$ cat config.mk
export PLATFORM = sky130hd
export DESIGN_NAME = de_reg
export DESIGN_NICKNAME = d
export VERILOG_FILES = /design/src/rtl/de_reg_pkg.sv /design/src/rtl/de_reg.sv
export SDC_FILE = /design/constraint.sdc
export NUM_CORES = 1
export LEC_CHECK = 0
export CORE_MARGIN = 1
export CORE_UTILIZATION = 37
export CTS_CLUSTER_SIZE = 30
export DETAILED_ROUTE_END_ITERATION = 8
export PLACE_DENSITY = 0.87
export REMOVE_ABC_BUFFERS = 1
export SETUP_SLACK_MARGIN = 0.4
export SYNTH_ARGS = -nofsm -noshare
export SYNTH_HDL_FRONTEND = slang
export SYNTH_SLANG_ARGS = --single-unit
$ cat constraint.sdc
create_clock -name clk -period 1.95 [get_ports clk]
set_input_delay 0.195 -clock clk [delete_from_list [all_inputs] [get_ports clk]]
set_output_delay 0.195 -clock clk [all_outputs]
set_load 0.02 [all_outputs]
$ cat src/rtl/de_reg_pkg.sv
// Shared constants and types for the decode/execute pipeline register.
package de_reg_pkg;

    localparam logic [31:0] NOP_INSTR  = 32'h0000_0000;
    localparam int          TNEW_W     = 2;
    localparam int          REG_ADDR_W = 5;

    // What the E register does on a given edge
    typedef enum logic [1:0] {
        ACT_LOAD   = 2'd0,
        ACT_STALL  = 2'd1,
        ACT_HOLD   = 2'd2,
        ACT_FLUSH  = 2'd3
    } de_act_t;

    // Resolve control inputs: flush beats hold, hold beats stall, stall beats load
    function automatic de_act_t de_decode(input logic flush, input logic hold, input logic stall);
        if (flush)
            return ACT_FLUSH;
        else if (hold)
            return ACT_HOLD;
        else if (stall)
            return ACT_STALL;
        else
            return ACT_LOAD;
    endfunction

endpackage

$ cat src/rtl/de_reg.sv
// D->E pipeline register: loads decode results, inserts bubbles on stall or
// flush, freezes under hold, and counts stall-inserted bubbles.
module de_reg
    import de_reg_pkg::*;
(
    input  logic                  clk,
    input  logic                  reset,
    input  logic                  stall,
    input  logic                  flush,
    input  logic                  hold,
    input  logic [31:0]           D_PC,
    input  logic [31:0]           D_Instr,
    input  logic [31:0]           D_RD1,
    input  logic [31:0]           D_RD2,
    input  logic [31:0]           D_Ext32,
    input  logic [REG_ADDR_W-1:0] D_A3,
    input  logic [TNEW_W-1:0]     D_Tnew,
    output logic [31:0]           E_PC,
    output logic [31:0]           E_Instr,
    output logic [31:0]           E_RD1,
    output logic [31:0]           E_RD2,
    output logic [31:0]           E_Ext32,
    output logic [REG_ADDR_W-1:0] E_A3,
    output logic [TNEW_W-1:0]     E_Tnew,
    output logic                  E_valid,
    output logic [31:0]           bubble_cnt
);

    de_act_t act;

    // Per-edge action after priority resolution
    always_comb begin
        act = de_decode(flush, hold, stall);
    end

    // E-stage contents; bubbles keep D_PC so the PC stays traceable through E
    always_ff @(posedge clk or negedge reset) begin
        if (!reset) begin
            E_PC    <= '0;
            E_Instr <= NOP_INSTR;
            E_RD1   <= '0;
            E_RD2   <= '0;
            E_Ext32 <= '0;
            E_A3    <= '0;
            E_Tnew  <= '0;
            E_valid <= 1'b0;
        end else begin
            case (act)
                ACT_LOAD: begin
                    E_PC    <= D_PC;
                    E_Instr <= D_Instr;
                    E_RD1   <= D_RD1;
                    E_RD2   <= D_RD2;
                    E_Ext32 <= D_Ext32;
                    E_A3    <= D_A3;
                    // One stage closer to the result, floored at zero
                    E_Tnew  <= (D_Tnew == '0) ? '0 : D_Tnew - 1'b1;
                    E_valid <= 1'b1;
                end
                ACT_STALL, ACT_FLUSH: begin
                    E_PC    <= D_PC;
                    E_Instr <= NOP_INSTR;
                    E_RD1   <= '0;
                    E_RD2   <= '0;
                    E_Ext32 <= '0;
                    E_A3    <= '0;
                    E_Tnew  <= '0;
                    E_valid <= 1'b0;
                end
                default: begin
                    // ACT_HOLD: every field keeps its value
                end
            endcase
        end
    end

    // Saturating count of stall bubbles; flush bubbles and held stalls are not counted
    always_ff @(posedge clk or negedge reset) begin
        if (!reset)
            bubble_cnt <= '0;
        else if (act == ACT_STALL && bubble_cnt != 32'hFFFF_FFFF)
            bubble_cnt <= bubble_cnt + 32'd1;
    end

endmodule

== Yosys cells after proc, flatten, opt, wreduce, memory -nomap -nowiden ==
Index checks and enable logic that the tools add are counted.
Widths: inputs -> output; s select.

* Register bits: 200
* Bits in latches: 0
* RAM bits: 0
* ROM bits: 0
* Input port bits: 172
* Output and inout bits: 200
* Logic and storage cells: 31
* Memories: 0

* Add/sub/neg operators: 2
* Multipliers: 0
* Divide/modulo/power cells: 0
* $lt $le $gt $ge: 0
* Equality and inequality tests: 3
* Shifts and indexed selects: 0
* Muxes and demuxes: 11
* Bitwise gates (word level): 0
* Reductions and logical operators: 6

{| class="wikitable"
|+ Operators with widths
! cell !! count
|-
| $pmux 32 s2 || 4
|-
| $add 32x1->32 const B || 1
|-
| $ne 32x32->1 const B || 1
|-
| $pmux 5 s2 || 1
|-
| $mux 2 || 3
|-
| $logic_not 2->1 || 2
|-
| $pmux 2 s2 || 1
|-
| $reduce_or 3->1 || 1
|-
| $eq 2x1->1 const B || 1
|-
| $eq 2x2->1 const B || 1
|-
| $pmux 1 s2 || 1
|-
| $reduce_bool 2->1 || 1
|-
| $reduce_or 2->1 || 1
|-
| $sub 2x1->2 const B || 1
|-
| $logic_and 1x1->1 || 1
|-
| $mux 1 || 1
|}

== Logic depth before layout (Yosys ltp) ==
Gate-level depths: netlist of run 1.

* Depth in word-level cells: 6
* Mapped depth: 7
* Gate-level depth less buffers: 6

== Least setup slack after synthesis of run 1 ==
Ideal clock, no wire load.

* Path kind: flip-flop to flip-flop
* Start: register bubble_cnt[4]
* End: register bubble_cnt[1]
* Library setup time: 0.125 ns
* Arrival: 1.942 ns
* Required time: 1.825 ns
* Slack: -0.117 ns
* Stages on the path, launching flop included: 6
* Cells stage by stage: dfrtp_1 -> nand4_2 -> or3_4 -> nor3_4 -> nor2_2 -> mux2_4

* Word-level cells in the longest chain between the ends: 2

{| class="wikitable"
|+ RTL lines
! item !! line !! RTL
|-
| start: declaration || de_reg.sv:26 || <nowiki>output logic [31:0] bubble_cnt</nowiki>
|-
| start signal: assignment || de_reg.sv:82 || <nowiki>bubble_cnt <= bubble_cnt + 32'd1;</nowiki>
|-
| $ne 32x32->1 || de_reg.sv:81 || <nowiki>else if (act == ACT_STALL && bubble_cnt != 32'hFFFF_FFFF)</nowiki>
|-
| $logic_and 1x1->1 || de_reg.sv:81 ||
|}

Every way passes these cells.
A chain may end at the register's enable or synchronous reset.

== Worst setup path after layout of run 1 ==
* Start: register bubble_cnt[11]
* End: register bubble_cnt[29]

* Word-level cells in the longest chain between the ends: 2
* Elaborated cells on any way between the ends: 3

{| class="wikitable"
|+ RTL lines
! item
|-
| parallel branches: the longest is 2 deep, another holds $add 32x1->32
|}

Parallel ways; which one is timed is not known.

==> results of run 1 <==
## area by class of cell
class,instances,area [sq um],area share
Clock inverter,13,148,0.0114
Tap cell,265,332,0.0257
Multi-Input combinational cell,296,2710,0.210
Clock buffer,19,453,0.0351
Sequential cell,200,5000,0.387
Timing Repair Buffer,456,4270,0.330
## cells in the final DEF (no fill, tap or decap), types with 5 or more instances in the layout
| cell type | count |
|---|---|
| xnor2_1 | 7 |
| inv_8 | 5 |
| nor2_1 | 7 |
| nor2_2 | 6 |
| dlygate4sd2_1 | 200 |
| clkbuf_16 | 17 |
| a22o_1 | 133 |
| nor3_4 | 6 |
| nand4_1 | 12 |
| xor2_1 | 17 |
| nand2_1 | 13 |
| buf_4 | 64 |
| mux2_2 | 32 |
| buf_6 | 10 |
| buf_12 | 10 |
| dfrtp_1 | 200 |
| clkdlybuf4s50_1 | 170 |
| nand3_1 | 5 |
## through the flow
stage / cell area, sq um / instances / setup TNS (ps) / hold slack, ps / utilization
2_1_floorplan: 7420 / 495 / -945490 / -101 / -
5_1_grt: 12900 / 1249 / -17.6 / 339 / 0.655
3_3_place_gp: 12000 / 1188 / -1860 / 218 / 0.610
3_5_place_dp: 12000 / 1188 / -2780 / 216 / 0.610
4_1_cts: 12700 / 1236 / 0 / 314 / 0.642
6_report: 12900 / 1249 / 0 / 320 / 0.655
## metal layers
| layer | wire length (um) | GRT usage | part of all wire | vias to the layer above |
|---|---|---|---|---|
| li1 | - | - | - | 2887 |
| met1 | 10100 | 0.294 | 0.40 | 3266 |
| met2 | 13000 | 0.408 | 0.51 | 301 |
| met3 | 1570 | 0.0519 | 0.062 | 60 |
| met4 | 842 | 0.0941 | 0.033 | 0 |
| met5 | 0 | 0 | 0 | - |
## synthesized netlist by cell type
| cell | count |
|---|---|
| xor2_1 | 17 |
| nor3_1 | 11 |
| nand3_1 | 11 |
| mux2_4 | 1 |
| a41oi_1 | 1 |
| nor3_4 | 1 |
| buf_1 | 2 |
| nand4_2 | 1 |
| nor3b_1 | 2 |
| nor2_2 | 1 |
| a32o_1 | 1 |
| and3_1 | 5 |
| or3_4 | 2 |
| nand4bb_1 | 1 |
| nor4_2 | 2 |
| and3_2 | 1 |
| xnor2_1 | 10 |
| clkbuf_1 | 31 |
| nor4_4 | 1 |
| or3b_1 | 1 |
| buf_2 | 1 |
| nor3b_2 | 1 |
| a31oi_1 | 2 |
| a21oi_1 | 4 |
| o21ai_0 | 3 |
| o211ai_1 | 1 |
| mux2_2 | 33 |
| buf_6 | 1 |
| dfrtp_1 | 200 |
| nand2_1 | 14 |
| nor2_1 | 14 |
| nand4_1 | 12 |
| nor2b_1 | 2 |
| ha_1 | 1 |
| a22o_1 | 133 |
| nor4b_1 | 1 |
| nand3_2 | 1 |
| and4_1 | 3 |
## kinds of logic (layout without fill, tap and decap cells)
logic type	count (synthesis)	after routing	share of synthesized area
fa+ha+maj	1	1	0.00166
buf+inv	35	488	0.0185
compound gates	145	145	0.164
xor+xnor	27	27	0.0313
simple gates	88	89	0.0712
mux	34	34	0.0512
flops	200	200	0.662
## worst max path at each step
stage	startpoint	end	slack [ps]	depth (start not counted)
after floorplan	stall	E_Tnew[1]	-5890	2
after global placement	stall	bubble_cnt[14]	-220	6
after detailed placement	stall	bubble_cnt[14]	-340	6
after CTS	bubble_cnt[1]	bubble_cnt[29]	200	7
after global routing	bubble_cnt[5]	bubble_cnt[29]	-20	6
final	bubble_cnt[11]	bubble_cnt[29]	60	6
## power by group through the flow
stage / clock, W / combinational, W / sequential [W]
2_1_floorplan: 0 / 0.000329 / 0.00486
3_3_place_gp: 0 / 0.00168 / 0.00456
3_5_place_dp: 0 / 0.00171 / 0.00458
4_1_cts: 0.00361 / 0.00158 / 0.00449
5_1_grt: 0.00379 / 0.00171 / 0.00455
6_report: 0.00356 / 0.00161 / 0.00452
## flip-flops by register name, summed over array words and instances (netlist names)
signal / flops
E_Ext32: 32
E_valid: 1
E_RD2: 32
E_RD1: 32
bubble_cnt: 32
E_Instr: 32
E_A3: 5
E_Tnew: 2
E_PC: 32
## worst max-delay path, cell delays in order (launching register included)
cell,delay (ps)
dfrtp_1,420
nand4_1,150
or3_4,430
nor3_4,340
buf_6,200
nor3_1,80
xor2_1,150
## what timing repair did
action,in CTS,in global routing
buffers inserted,14,13
gates resized for setup,235,32
gates cloned,1,0
endpoints found under the setup margin,232,32
hold endpoints to repair,51,0
pin swaps,17,25
hold buffers,1,0
==> metrics, run 1 <==
Total GRT Usage=0.239; Max-Cap Viols=0; Power Total=0.00969 W; slew of the pin with the lowest slew margin=530 ps; clk_skew=12.1 ps; Int Pwr=0.00698 W; drt drc=0; DR iter-0 viols=457; Distinct cells, synth=38; DRT Pass-1 Iters=4; nature of the critical path startpoint=register; routed len/inst=20.4 um; Sw Ratio=0.280; core area=0.0197 sq mm; worst setup margin=58.4 ps; total number of vias=6514; CP arrival=2200 ps; antenna-violating nets left=0; Net Switching=0.00271 W; mapped cell area=0.00756 sq mm; leak pwr=6.64 nW; CP Class=register to register; latest clock arrival within the worst-skew pair=430 ps; clk root buf=clkbuf_16; Seq pwr share=0.466; syn avg cell area=14.3 sq um; Gate power share=0.167; Die W=145 um; initial antenna violation count=0; CTS tree=built; H-tree lvl count=4; Ports=372; R2R Path End=bubble_cnt[29]; status=completed; deepest clock path buffer count=2; Setup crit end kind=register; Yosys reg bits=200; top cell type's share of synthesized area=0.662; VDD IR max=0.000564 V; WP data required=2260 ps; cell area power density=750 mW/mm^2; fmax=529 MHz; IO Port Bufs=371; # fillers=1454; Crit Path Max Fanout=5; Clock power frac=0.367; fraction of layout cells with a size suffix above 1=0.204; HPWL after DPL=17.6 mm; Syn. warnings=0; number of global-route vias before repair=6860; Initial Util=0.383; RR Startpoint=bubble_cnt[11]; # setup viols final=0; post-synthesis sequential area ratio=0.662; Worst Hold Class=input port to async pin; Worst R2R Setup Slack=60 ps; Tcrit/Tclk final=0.970; fin nets=1144; clock sinks=200; vias per cell=5.22; first-pass GRT wire length=39.2 mm; CTS Buf Count=17; Tmin final=1890 ps; unrepaired setup endpoints after global routing=true; routed wire length=25.4 mm; gpl congestion=0.901; Post-Synthesis Cells=530; Synth area leaders=dfrtp_1 66%, a22o_1 15%, mux2_2 4.9%; post-synth top area cell=dfrtp_1; Fin. Hold Viols=0; n_diodes=0; relative slew slack=0.646; FF-to-FF path depth=6; Pins Over Slew Limit=0; Synth-to-Final Area Change=71.0%; full die area=0.0210 sq mm; placement row count=51; pre-CTS setup slack=-342 ps; Die H=145 um; Clock transition at path regs=90 ps; largest net degree at the start of global routing=58; grt total ovfl=0
Note: power is estimated with default switching activity, not from simulation.
==> run 2: changes to the inputs <==
--- a/config.mk
+++ b/config.mk
@@ -5,11 +5,11 @@
 export SDC_FILE = /design/constraint.sdc
 export NUM_CORES = 1
 export LEC_CHECK = 0
-export CORE_MARGIN = 1
-export CORE_UTILIZATION = 37
+export CORE_AREA = 2 2 145 147
 export CTS_CLUSTER_SIZE = 30
 export DETAILED_ROUTE_END_ITERATION = 8
-export PLACE_DENSITY = 0.87
+export DIE_AREA = 0 0 147 149
+export PLACE_DENSITY = 0.85
 export REMOVE_ABC_BUFFERS = 1
 export SETUP_SLACK_MARGIN = 0.4
 export SYNTH_ARGS = -nofsm -noshare
==> constraint.sdc (replaced) <==
create_clock -name clk -period 2.1 [get_ports clk]
set_input_delay 0.21 -clock clk [delete_from_list [all_inputs] [get_ports clk]]
set_output_delay 0.21 -clock clk [all_outputs]
set_load 0.02 [all_outputs]
==> run 2 against run 1 <==
Net effect:
- hold slack got worse by 27 ps
- global-route usage down 2.6 points
- setup slack gained 200 ps
- sequential share of layout area grew 0.42 points
- via count is 3.6% lower
- highest routed layer unchanged
- largest cell class unchanged
- clock power fell by 7.0%
- critical endpoint is now bubble_cnt[12]
- die area rose by 4.3%
- core utilization is 3.3 points lower
==> metrics, run 2 (same netlist as run 1, synthesis figures left out) <==
first-pass GRT wire length=36.5 mm (-6.9%); Total GRT Usage=0.213 (-0.0262); CTS Buf Count=17 (unchanged); HPWL after DPL=17.1 mm (-2.7%); dpl cells=1182 (-0.51%); total number of vias=6277 (-3.6%); nature of the critical path startpoint=register; IO Port Bufs=371 (unchanged); cell area power density=708 mW/mm^2 (-5.5%); fraction of layout cells with a size suffix above 1=0.168 (-0.0359); routed len/inst=19.8 um (-2.9%); DR iter-0 viols=251 (-45%); gpl congestion=0.834 (-7.5%); antenna-violating nets left=0 (unchanged); Fin. Hold Viols=0 (unchanged); fin cells=1231 (-1.4%); unrepaired setup endpoints after global routing=true; deepest clock path buffer count=2 (unchanged); drt drc=0 (unchanged); Max-Cap Viols=0 (unchanged); Placed Area=0.0119 sq mm (-1.0%); # setup viols final=0 (unchanged); FF-to-FF path depth=7 (+1); commonest non-fill, non-tap cell in the layout=clkdlybuf4s50_1; initial antenna violation count=0 (unchanged); Die W=147 um (+1.4%); relative slew slack=0.703 (+0.0571); fin nets=1116 (-2.4%); Pins Over Slew Limit=0 (unchanged); number of global-route vias before repair=6462 (-5.8%); clk root buf=clkbuf_16; Clock transition at path regs=90 ps (about the same); Worst Hold Class=input port to async pin; CP arrival=2140 ps (-60 ps); placement row count=53 (+3.9%); Synth-to-Final Area Change=69.4%; CP startpoint=bubble_cnt[0]; slew of the pin with the lowest slew margin=441 ps (-89.1 ps); RR Startpoint=bubble_cnt[0]; fmax=544 MHz (+2.9%); core area=0.0206 sq mm (+4.3%); Ports=372 (unchanged); status=completed; VDD IR max=0.000534 V (-5.5%); full die area=0.0219 sq mm (+4.3%); leak pwr=5.99 nW (-9.8%); latest clock arrival within the worst-skew pair=430 ps (about the same); Initial Util=0.368 (-0.0157); largest net degree at the start of global routing=76 (+31%); Final Util=0.623 (-0.0327); Final Cell Area=0.0128 sq mm (-0.95%); grt total ovfl=0 (unchanged); most frequent cells in the layout=330 x clkdlybuf4s50_1, 195 x dfrtp_1, 133 x a22o_1; CP Class=register to register; CTS tree=built; DRT Pass-1 Iters=5 (+1); vias per cell=5.10 (-2.2%); routed wire length=24.3 mm (-4.3%); H-tree lvl count=4 (unchanged); clock sinks=200 (unchanged); clk_skew=11.1 ps (-0.981 ps); n_diodes=0 (unchanged); Die H=149 um (+2.8%); R2R Path End=bubble_cnt[12]; Setup crit end kind=register; WP data required=2410 ps (+150 ps); Crit Path Max Fanout=4 (-1); Tcrit/Tclk final=0.876 (-0.0943); Worst R2R Setup Slack=260 ps (+200 ps); Tmin final=1840 ps (-52.4 ps)
==> run 2: changes by cell type in the layout (fill, tap and decap cells not counted), moves of 4 or more <==
cell and change:
nor2_1 +6, clkdlybuf4s50_1 +160, dfrtp_2 +5, dlymetal6s2s_1 +13
nor3_1 +4, dlygate4sd2_1 -173, buf_4 -20, nor2_2 -5
dfrtp_1 -5, buf_6 -7, nor3_4 -4
==> run 2: power breakdown <==
part / switching [W] / internal, W / total [W]
registers: 0.000134 / 0.00405 / 0.00418
logic: 0.000722 / 0.000857 / 0.00158
clock network: 0.00169 / 0.00162 / 0.00331
total: 0.00254 / 0.00652 / 0.00906
==> run 2: critical path, stage by stage (launching register included) <==
cell and delay [ps]:
dfrtp_1 370, ha_2 200, nand3_2 100, nand4bb_4 260, buf_6 160, nor3_1 350
nor3b_1 120, xor2_1 160
==> run 2: area by class of cell <==
cell class | instances | area [sq um]
Timing Repair Buffer | 428 | 4270
Clock inverter | 15 | 175
Sequential cell | 200 | 5010
Fill cell | 1579 | 7760
Tap cell | 275 | 344
Multi-Input combinational cell | 296 | 2570
Clock buffer | 17 | 425
==> run 2: stage by stage <==
| stage | power [W] | hold WS, ps | setup slack [ps] | setup TNS, ps |
|---|---|---|---|---|
| final | 0.00906 | 293 | 261 | 0 |
| after global routing | 0.00944 | 318 | 134 | 0 |
| after CTS | 0.00912 | 301 | 327 | 0 |
| after detailed placement | 0.00581 | 202 | -182 | -786 |
| after global placement | 0.00578 | 202 | -103 | -247 |
| after floorplan | 0.00481 | -85.6 | -5750 | -922830 |
==> run 2: repair_timing <==
item	CTS	global route
gates cloned	1	0
hold buffers	1	0
endpoints found under the hold margin	43	0
gates resized for setup	43	31
pin swaps	9	11
buffers inserted	12	3
endpoints found under the setup margin	59	39
==> run 2: worst max path at each step <==
stage	endpoint	depth (start not counted)
global route	bubble_cnt[12]	7
global placement	bubble_cnt[14]	6
finish	bubble_cnt[12]	7
CTS	bubble_cnt[1]	7
detailed placement	bubble_cnt[14]	6
floorplan	E_Tnew[1]	2
==> run 2: layer usage <==
layer,vias up,GRT usage,wire [um],part of all wire
li1,2836,-,-,-
met1,3136,0.270,9800,0.40
met2,268,0.359,12300,0.51
met3,37,0.0596,1700,0.070
met4,0,0.0630,529,0.022
met5,-,0,0,0
